`config.mk`:
```
export PLATFORM = sky130hd
export DESIGN_NAME = seven_seg_scan_ctrl
export DESIGN_NICKNAME = d
export VERILOG_FILES = /design/src/rtl/seven_seg_pkg.sv /design/src/rtl/seven_seg_lz_mask.sv /design/src/rtl/seven_seg_scan_ctrl.sv
export SDC_FILE = /design/constraint.sdc
export NUM_CORES = 1
export LEC_CHECK = 0
export BUFFER_PORTS_ARGS = -buffer_cell sky130_fd_sc_hd__clkbuf_2
export CAP_MARGIN = 5
export CORE_MARGIN = 2
export CORE_UTILIZATION = 53
export CTS_CLUSTER_SIZE = 12
export DETAILED_ROUTE_END_ITERATION = 10
export PLACE_DENSITY = 0.7
export RECOVER_POWER = 50
export SETUP_SLACK_MARGIN = 0.3
export SLEW_MARGIN = 40
export SYNTH_ARGS = -nofsm -noshare
export SYNTH_HDL_FRONTEND = slang
export SYNTH_SLANG_ARGS = --single-unit
export TNS_END_PERCENT = 20
```
`constraint.sdc`:
```
create_clock -name i_Clk -period 4.09 [get_ports i_Clk]
set_input_delay 0.2045 -clock i_Clk [delete_from_list [all_inputs] [get_ports i_Clk]]
set_output_delay 0.2045 -clock i_Clk [all_outputs]
set_load 0.02 [all_outputs]
```
`src/rtl/seven_seg_pkg.sv`:
```
// Shared constants for the seven-segment scan controller: scan states,
// nibble width and the dwell-counter width helper.
package seven_seg_pkg;

    localparam int unsigned NIBBLE_W = 4;

    typedef logic [1:0] scan_state_t;

    localparam scan_state_t ST_SETUP = 2'd0;
    localparam scan_state_t ST_ON    = 2'd1;
    localparam scan_state_t ST_BLANK = 2'd2;

    // Wide enough to hold the longer of the ON and BLANK dwell reloads.
    function automatic int unsigned cnt_width(input int unsigned on_clks,
                                              input int unsigned blank_clks);
        int unsigned longest;
        longest = (on_clks > blank_clks) ? on_clks : blank_clks;
        return $clog2(longest + 1);
    endfunction

endpackage

```
`src/rtl/seven_seg_lz_mask.sv`:
```
// Leading-zero mask: bit k (k>0) is set when nibbles k..NUM_DIGITS-1 are all zero.
module seven_seg_lz_mask
    import seven_seg_pkg::*;
#(
    parameter int unsigned NUM_DIGITS = 4
) (
    input  logic [NIBBLE_W*NUM_DIGITS-1:0] value_i,
    output logic [NUM_DIGITS-1:0]          mask_o
);

    logic upper_zero;

    // Walk from the most significant digit down; digit 0 is never masked.
    always_comb begin
        mask_o     = '0;
        upper_zero = 1'b1;
        for (int k = NUM_DIGITS - 1; k >= 1; k--) begin
            upper_zero = upper_zero && (value_i[k*NIBBLE_W +: NIBBLE_W] == 4'd0);
            mask_o[k]  = upper_zero;
        end
    end

endmodule

```
`src/rtl/seven_seg_scan_ctrl.sv`:
```
// Time-multiplexed digit scanner feeding a shared registered 7-seg decoder,
// with blank guard between digits and a frame-aligned double-buffered load port.
module seven_seg_scan_ctrl
    import seven_seg_pkg::*;
#(
    parameter int unsigned NUM_DIGITS     = 4,
    parameter int unsigned CLKS_PER_DIGIT = 25000,
    parameter int unsigned BLANK_CLKS     = 2500
) (
    input  logic                           i_Clk,
    input  logic                           i_Reset,
    input  logic                           i_Load_Valid,
    input  logic [NIBBLE_W*NUM_DIGITS-1:0] i_Load_Value,
    output logic                           o_Load_Ready,
    input  logic                           i_LZ_Suppress,
    output logic [NIBBLE_W-1:0]            o_Digit_Num,
    output logic [NUM_DIGITS-1:0]          o_Digit_En,
    output logic                           o_Frame_Start
);

    localparam int unsigned VAL_W      = NIBBLE_W * NUM_DIGITS;
    localparam int unsigned IDX_W      = $clog2(NUM_DIGITS);
    localparam int unsigned CNT_W      = cnt_width(CLKS_PER_DIGIT, BLANK_CLKS);
    localparam int unsigned ON_LOAD    = CLKS_PER_DIGIT - 1;
    localparam int unsigned BLANK_LOAD = (BLANK_CLKS > 0) ? BLANK_CLKS - 1 : 0;
    localparam int unsigned LAST_IDX   = NUM_DIGITS - 1;

    scan_state_t           state_q, state_d;
    logic [IDX_W-1:0]      idx_q, idx_d, idx_next;
    logic [CNT_W-1:0]      cnt_q, cnt_d;
    logic [VAL_W-1:0]      active_q, active_d;
    logic [VAL_W-1:0]      pending_q, pending_d;
    logic                  pend_valid_q, pend_valid_d;
    logic [NIBBLE_W-1:0]   num_q, num_d;
    logic [NUM_DIGITS-1:0] en_q, en_d;
    logic                  fs_q, fs_d;
    logic [NUM_DIGITS-1:0] lz_mask;
    logic [VAL_W-1:0]      active_shifted;

    seven_seg_lz_mask #(
        .NUM_DIGITS (NUM_DIGITS)
    ) u_lz_mask (
        .value_i (active_q),
        .mask_o  (lz_mask)
    );

    assign idx_next       = (idx_q == IDX_W'(LAST_IDX)) ? '0 : idx_q + IDX_W'(1);
    assign active_shifted = active_d >> (NIBBLE_W * 32'(idx_q));

    // state_q is the phase being presented next; outputs register its decode,
    // so the nibble reaches the decoder one cycle ahead of the enable.
    always_comb begin
        state_d      = state_q;
        idx_d        = idx_q;
        cnt_d        = cnt_q;
        active_d     = active_q;
        pending_d    = pending_q;
        pend_valid_d = pend_valid_q;
        num_d        = num_q;
        en_d         = '0;
        fs_d         = 1'b0;

        // Swap uses the pre-edge pending; a same-edge load waits a frame.
        if (state_q == ST_SETUP && idx_q == '0 && pend_valid_q) begin
            active_d     = pending_q;
            pend_valid_d = 1'b0;
        end
        if (i_Load_Valid && !pend_valid_q) begin
            pending_d    = i_Load_Value;
            pend_valid_d = 1'b1;
        end

        case (state_q)
            ST_SETUP: begin
                num_d   = active_shifted[NIBBLE_W-1:0];
                fs_d    = (idx_q == '0);
                state_d = ST_ON;
                cnt_d   = CNT_W'(ON_LOAD);
            end
            ST_ON: begin
                en_d = (NUM_DIGITS'(1) << idx_q) & ~(lz_mask & {NUM_DIGITS{i_LZ_Suppress}});
                if (cnt_q == '0) begin
                    if (BLANK_CLKS > 0) begin
                        state_d = ST_BLANK;
                        cnt_d   = CNT_W'(BLANK_LOAD);
                    end else begin
                        state_d = ST_SETUP;
                        idx_d   = idx_next;
                    end
                end else begin
                    cnt_d = cnt_q - CNT_W'(1);
                end
            end
            ST_BLANK: begin
                if (cnt_q == '0) begin
                    state_d = ST_SETUP;
                    idx_d   = idx_next;
                end else begin
                    cnt_d = cnt_q - CNT_W'(1);
                end
            end
            default: begin
                state_d = ST_SETUP;
                idx_d   = '0;
                cnt_d   = '0;
            end
        endcase
    end

    always_ff @(posedge i_Clk or posedge i_Reset) begin
        if (i_Reset) begin
            state_q      <= ST_SETUP;
            idx_q        <= '0;
            cnt_q        <= '0;
            active_q     <= '0;
            pending_q    <= '0;
            pend_valid_q <= 1'b0;
            num_q        <= '0;
            en_q         <= '0;
            fs_q         <= 1'b0;
        end else begin
            state_q      <= state_d;
            idx_q        <= idx_d;
            cnt_q        <= cnt_d;
            active_q     <= active_d;
            pending_q    <= pending_d;
            pend_valid_q <= pend_valid_d;
            num_q        <= num_d;
            en_q         <= en_d;
            fs_q         <= fs_d;
        end
    end

    assign o_Load_Ready  = !pend_valid_q;
    assign o_Digit_Num   = num_q;
    assign o_Digit_En    = en_q;
    assign o_Frame_Start = fs_q;

endmodule

```
Word-level counts from Yosys, hierarchy flattened
Cells that the tools add are included.
{"block": "word_totals", "register_bits": 61, "inputBits": 20, "output_inout_bits": 10, "wordCells": 53}
{"block": "classes", "addsub": 2, "eq_ne": 6, "shift": 2, "mux": 14, "bitwise_logic": 4, "n_reduce_logical": 16}
{"op": "$pmux W15 S3", "n": 1}
{"op": "$mux W15", "n": 2}
{"op": "$mux W16", "n": 1}
{"op": "$shr A16 B4 Y4", "n": 1}
{"op": "$logic_not A15 Y1", "n": 1}
{"op": "$sub A15 B1 Y15 const B", "n": 1}
{"op": "$logic_not A4 Y1", "n": 3}
{"op": "$and A4 B4 Y4", "n": 2}
{"op": "$mux W2", "n": 4}
{"op": "$ne A2 B2 Y1 const B", "n": 3}
{"op": "$pmux W2 S3", "n": 1}
{"op": "$logic_and A1 B1 Y1", "n": 5}
{"op": "$eq A2 B2 Y1 const B", "n": 2}
{"op": "$logic_not A2 Y1", "n": 2}
{"op": "$mux W4", "n": 1}
{"op": "$not A4 Y4", "n": 1}
{"op": "$pmux W2 S2", "n": 1}
{"op": "$reduce_and A2 Y1", "n": 2}
{"op": "$shl A1 B2 Y4 const A", "n": 1}
{"op": "$mux W1", "n": 3}
{"op": "$add A2 B1 Y2 const B", "n": 1}
{"op": "$eq A2 B1 Y1 const B", "n": 1}
{"op": "$reduce_bool A2 Y1", "n": 1}
{"op": "$reduce_or A2 Y1", "n": 1}
{"op": "other kinds (2)", "n": 2}

Depth between registers and ports, before layout
{"block": "logic_depth", "depth_word": 7, "mapped_depth": 8, "depth_no_buf": 6}

Modules after synthesis
A second synthesis with hierarchy kept.
{"block": "unflattened", "hier_cells": 255, "hier_area_um2": 2869.0}
{"mod": "seven_seg_scan_ctrl", "instances": 1, "cells_per_inst": 246, "area_per_inst_um2": 2806.4, "seq_area_each_um2": 1526.5}
{"mod": "seven_seg_lz_mask", "instances": 1, "cells_per_inst": 9, "area_per_inst_um2": 62.6, "seq_area_each_um2": 0.0}

Worst setup path after synthesis
No wires, ideal clock.
{"block": "synth_timing", "path_kind": "register to register", "startpoint": "reg idx_q[0]", "endpoint": "reg num_q[1], in the netlist o_Digit_Num[1]", "setup_time_ns": 0.125, "arrival_time_ns": 2.343, "required_time_ns": 3.965, "slack_ns": 1.622, "stages_incl_launch_ff": 9, "path_buffers": 2, "synth_period_minus_slack_ns": 2.468, "path_cell_list": "dfrtp_1 > clkinv_1 > ha_1 > nor4bb_2 > buf_6 > buf_12 > mux2_4 > mux4_1 > mux2_2"}
{"block": "synth_between", "elab_chain_len": 5}
{"item": "from (decl)", "line_no": "seven_seg_scan_ctrl.sv:29", "source": "logic [IDX_W-1:0] idx_q, idx_d, idx_next;"}
{"item": "from (signal assigned)", "line_no": "seven_seg_scan_ctrl.sv:123", "source": "idx_q <= idx_d;"}
{"item": "$logic_not A2 Y1", "line_no": "seven_seg_scan_ctrl.sv:64", "source": "if (state_q == ST_SETUP && idx_q == '0 && pend_valid_q) begin"}
{"item": "$logic_and A1 B1 Y1 (2 in a row)", "line_no": "seven_seg_scan_ctrl.sv:64"}
{"item": "$mux W16", "line_no": "seven_seg_scan_ctrl.sv:64"}
{"item": "via active_d[1]", "line_no": "seven_seg_scan_ctrl.sv:31", "source": "logic [VAL_W-1:0] active_q, active_d;"}
{"item": "$shr A16 B4 Y4", "line_no": "seven_seg_scan_ctrl.sv:48", "source": "assign active_shifted = active_d >> (NIBBLE_W * 32'(idx_q));"}
{"item": "to (signal assigned)", "line_no": "seven_seg_scan_ctrl.sv:128", "source": "num_q <= num_d;"}
{"item": "to (decl)", "line_no": "seven_seg_scan_ctrl.sv:34", "source": "logic [NIBBLE_W-1:0] num_q, num_d;"}
The timed path passes the listed nets, and every way through them passes these cells.
A chain may end at the register's enable or synchronous reset.

==> flow_metrics.py <==
metrics = {
    "pwr": {
        "cellLeakagePower_uw": 0.001491,
        "seq_power_share": 0.502,
        "comb_power_share": 0.047,
        "proportion_of_total_power_due_to_net_switching": 0.2231,
        "switching_power_uw": 290.3,
        "power.density_cell_area_nw_per_um2": 400.9,
        "internal-power_uw": 1011,
        "power_frac_clock": 0.451,
        "ir_worst_vdd_mv": 0.2609,
    },
    "timing": {
        "timing.final.hold_violations": 0,
        "max_clock_freq_mhz": 347.0,
        "finalMaxSlewViolations": 39,
        "final-setup-viol-count": 0,
        "timing.clock.skew_ps": 15.32,
        "min_period_ps": 2882,
        "worst_pin_slew_ps": 1938,
        "rsz0062_at_grt": "no",
        "setup-tns-final_ps": 0,
        "worst_slew_margin_rel": -0.2922,
        "fin_crit_sh": 0.7046,
        "post-route-worst-setup-slack_ps": 1208,
        "final.hold.worst_slack_ps": 44.61,
    },
    "grt": {
        "grt_pass1_vias": 1884,
        "grtUsageTotal": 0.2026,
        "wire_length_of_the_first_global_routing_pass_mm": 9.301,
        "largest_net_degree_at_the_start_of_global_routing": 39,
        "grt_antenna_before_repair": 0,
        "grt_remaining_overflow": 0,
    },
    "min_path": {
        "worst_hold_path_type": "in -> reg",
    },
    "yosys": {
        "postSynthAreaPerCell_um2": 12.75,
        "yosysWarnings": 0,
        "unique_cell_type_count_in_the_yosys_netlist": 45,
        "ys_ff_latch": 61,
        "synth-adder-area-share": 0.03696,
        "synth-xor-area-share": 0.03080,
        "dominant_combinational_cell_family_by_area_after_synthesis": "multiplexers",
        "synth_compound_gate_area_share": 0.06159,
        "synth.area.top_cells": "sky130_fd_sc_hd__dfrtp_1 (54%), sky130_fd_sc_hd__mux2_2 (13%), sky130_fd_sc_hd__mux4_1 (2.8%)",
        "synthMuxAreaShare": 0.1896,
        "netlist.top_cell.by_area": "sky130_fd_sc_hd__dfrtp_1",
        "synth.top_cell.area_share": 0.5367,
        "synthesis.instances": 223,
        "synth-simple-area-share": 0.1060,
        "proportion_of_synthesized_chip_area_in_sequential_cells": 0.5367,
        "synth_area_um2": 2844,
        "synthesis.nets": 249,
    },
    "setup_path": {
        "cp-end-kind": "asynchronous set/reset pin",
        "timing.critical_path.fanout_max": 38,
        "reg2reg_slack_ps": 1340,
        "cp.arrival_ps": 2950,
        "path_class": "in -> async",
        "required_time_at_the_worst_slack_endpoint_ps": 4150,
        "critPathLaunchType": "input pin",
    },
    "cells_and_area": {
        "flow.area_growth_from_synthesis_pct": 14.12,
        "postLayoutCoreUtil": 0.6315,
        "share_of_cells_above_drive_strength_1": 0.2890,
        "layout.cells.most_common": "sky130_fd_sc_hd__dfrtp_1",
        "final_cells": 333,
        "layout_common_cells": "sky130_fd_sc_hd__dfrtp_1 (61), sky130_fd_sc_hd__mux2_2 (32), sky130_fd_sc_hd__clkbuf_2 (19)",
        "antenna_cells_inserted": 0,
        "num-nets-final": 284,
    },
    "clock_network": {
        "clock_latency_ps": 350,
        "cts-buffers-inserted": 9,
        "cts_setup_buffers": 0,
        "cts.reportedPaths.clkPinSlew_ps": 70,
        "cts_tree": "built",
        "cts-root-to-sink-buffers": 2,
        "clock_sink_count": 61,
        "cts_max_level": 3,
        "clock-root-buffer": "sky130_fd_sc_hd__clkbuf_8",
    },
    "die": {
        "die_area_um2": 5968,
        "start_util": 0.5533,
        "ioPinCount": 30,
        "design.core.area_um2": 5140,
        "die_h_um": 77.25,
        "placementRows": 26,
        "die_w_um": 77.25,
    },
    "placed_design": {
        "worst_setup_slack_post_dpl_ps": 1346,
        "port_buffers": 29,
        "hpwl_mm": 3.672,
        "final_weighted_congestion_of_routability_driven_global_placement": 0.7375,
        "place.detailed.instances": 316,
    },
    "flow_run": {
        "drv_cap": 1,
    },
    "route": {
        "drt_iter0_markers": 59,
        "drt-vias-per-instance": 5.465,
        "drt_pass1_iterations": 4,
        "antenna_left": 0,
        "postRouteWirelength_mm": 5.319,
        "routed_wire_length_per_instance_um": 15.97,
        "remaining_drc_errors": 0,
        "vias": 1820,
    },
    "status": {
        "violations": "max-capacitance violations, max-slew violations",
        "status": "finished, violations left",
    },
}
critical path: stages:
cell and delay [ps]:
sky130_fd_sc_hd__dlygate4sd3_1 530, sky130_fd_sc_hd__clkbuf_2 100, sky130_fd_sc_hd__inv_1 640, sky130_fd_sc_hd__clkbuf_1 1460
power groups by stage:
| stage | Sequential [uW] | Clock, uW | Combinational [uW] |
|---|---|---|---|
| CTS | 653 | 594 | 64.0 |
| global route | 657 | 625 | 70.0 |
| floorplan | 657 | 0 | 42.3 |
| finish | 653 | 587 | 61.1 |
| detailed placement | 665 | 0 | 63.1 |
| global placement | 664 | 0 | 60.8 |
flip-flops by register name, indices dropped and copies added (netlist names):
name,cells
o_Frame_Start,1
pend_valid_q,1
active_q,16
idx_q,2
pending_q,16
o_Digit_En,4
state_q,2
o_Digit_Num,4
cnt_q,15
cells by family (layout without fill, tap and decap cells):
| family | count (synthesis) | after routing |
|---|---|---|
| fa+ha+maj | 9 | 9 |
| compound gates | 29 | 29 |
| simple gates | 54 | 54 |
| mux | 41 | 41 |
| flops | 61 | 61 |
| xor+xnor | 10 | 10 |
| buf+inv | 19 | 59 |
final cells by class:
type                    count  area, um2
flip-flops and latches     61       1526
clock inverters             6      87.58
inverters                  10      37.54
multi-input cells         143       1217
repair buffers             33      161.4
fillers                   457       1894
clock buffers              10      127.6
well taps                  70      87.58
synth_stat cells (all sizes together):
master  number
nor3b        2
maj3         3
clkinv       2
and3         2
a31oi        2
and2b        1
mux4         5
and4         1
nor4         6
and2         1
a21oi       12
a41o         1
xor2         4
o211ai       1
o22ai        1
buf          6
inv          8
nand2b       2
clkbuf       3
a22oi        1
o21ai        7
nor2        14
nand4        3
o22a         1
dfrtp       61
nand3        5
mux2i        1
nor4b        1
o211a        1
a31o         1
nand4b       1
mux2        35
ha           6
o41ai        1
xnor2        6
or3          2
or4          2
nand2       10
nor4bb       1
metal layers:
| layer | vias up | share of wire | track usage |
|---|---|---|---|
| met5 | - | 0 | 0 |
| met4 | 0 | 0.020 | 0.09643 |
| met3 | 11 | 0.036 | 0.03882 |
| met2 | 37 | 0.49 | 0.3174 |
| met1 | 894 | 0.46 | 0.2729 |
| li1 | 878 | - | - |
through the flow:
| stage | area, um2 | power [uW] |
|---|---|---|
| 4_1_cts | 3262 | 1311 |
| 5_1_grt | 3246 | 1352 |
| 3_3_place_gp | 3037 | 724.4 |
| 3_5_place_dp | 3037 | 727.7 |
| 6_report | 3246 | 1301 |
| 2_1_floorplan | 2844 | 699.2 |
worst paths after layout:
check                               from        endpoint  depth (start not counted)
setup / recovery                 i_Reset   pending_q[10]                          4
hold / removal             i_LZ_Suppress   o_Digit_En[3]                          2
setup reg to reg                idx_q[0]  o_Digit_Num[2]                          7
hold reg to reg              active_q[0]     active_q[0]                          1
max in group i_Clk              idx_q[0]  o_Digit_Num[2]                          7
min in group asynchronous        i_Reset        cnt_q[7]                          3
what timing repair did:
item                      4_1_cts  5_1_grt
hold endpoints to repair       23        0
hold buffers                    1        0
resized for setup               0        0
(Power assumes the default switching activity.)
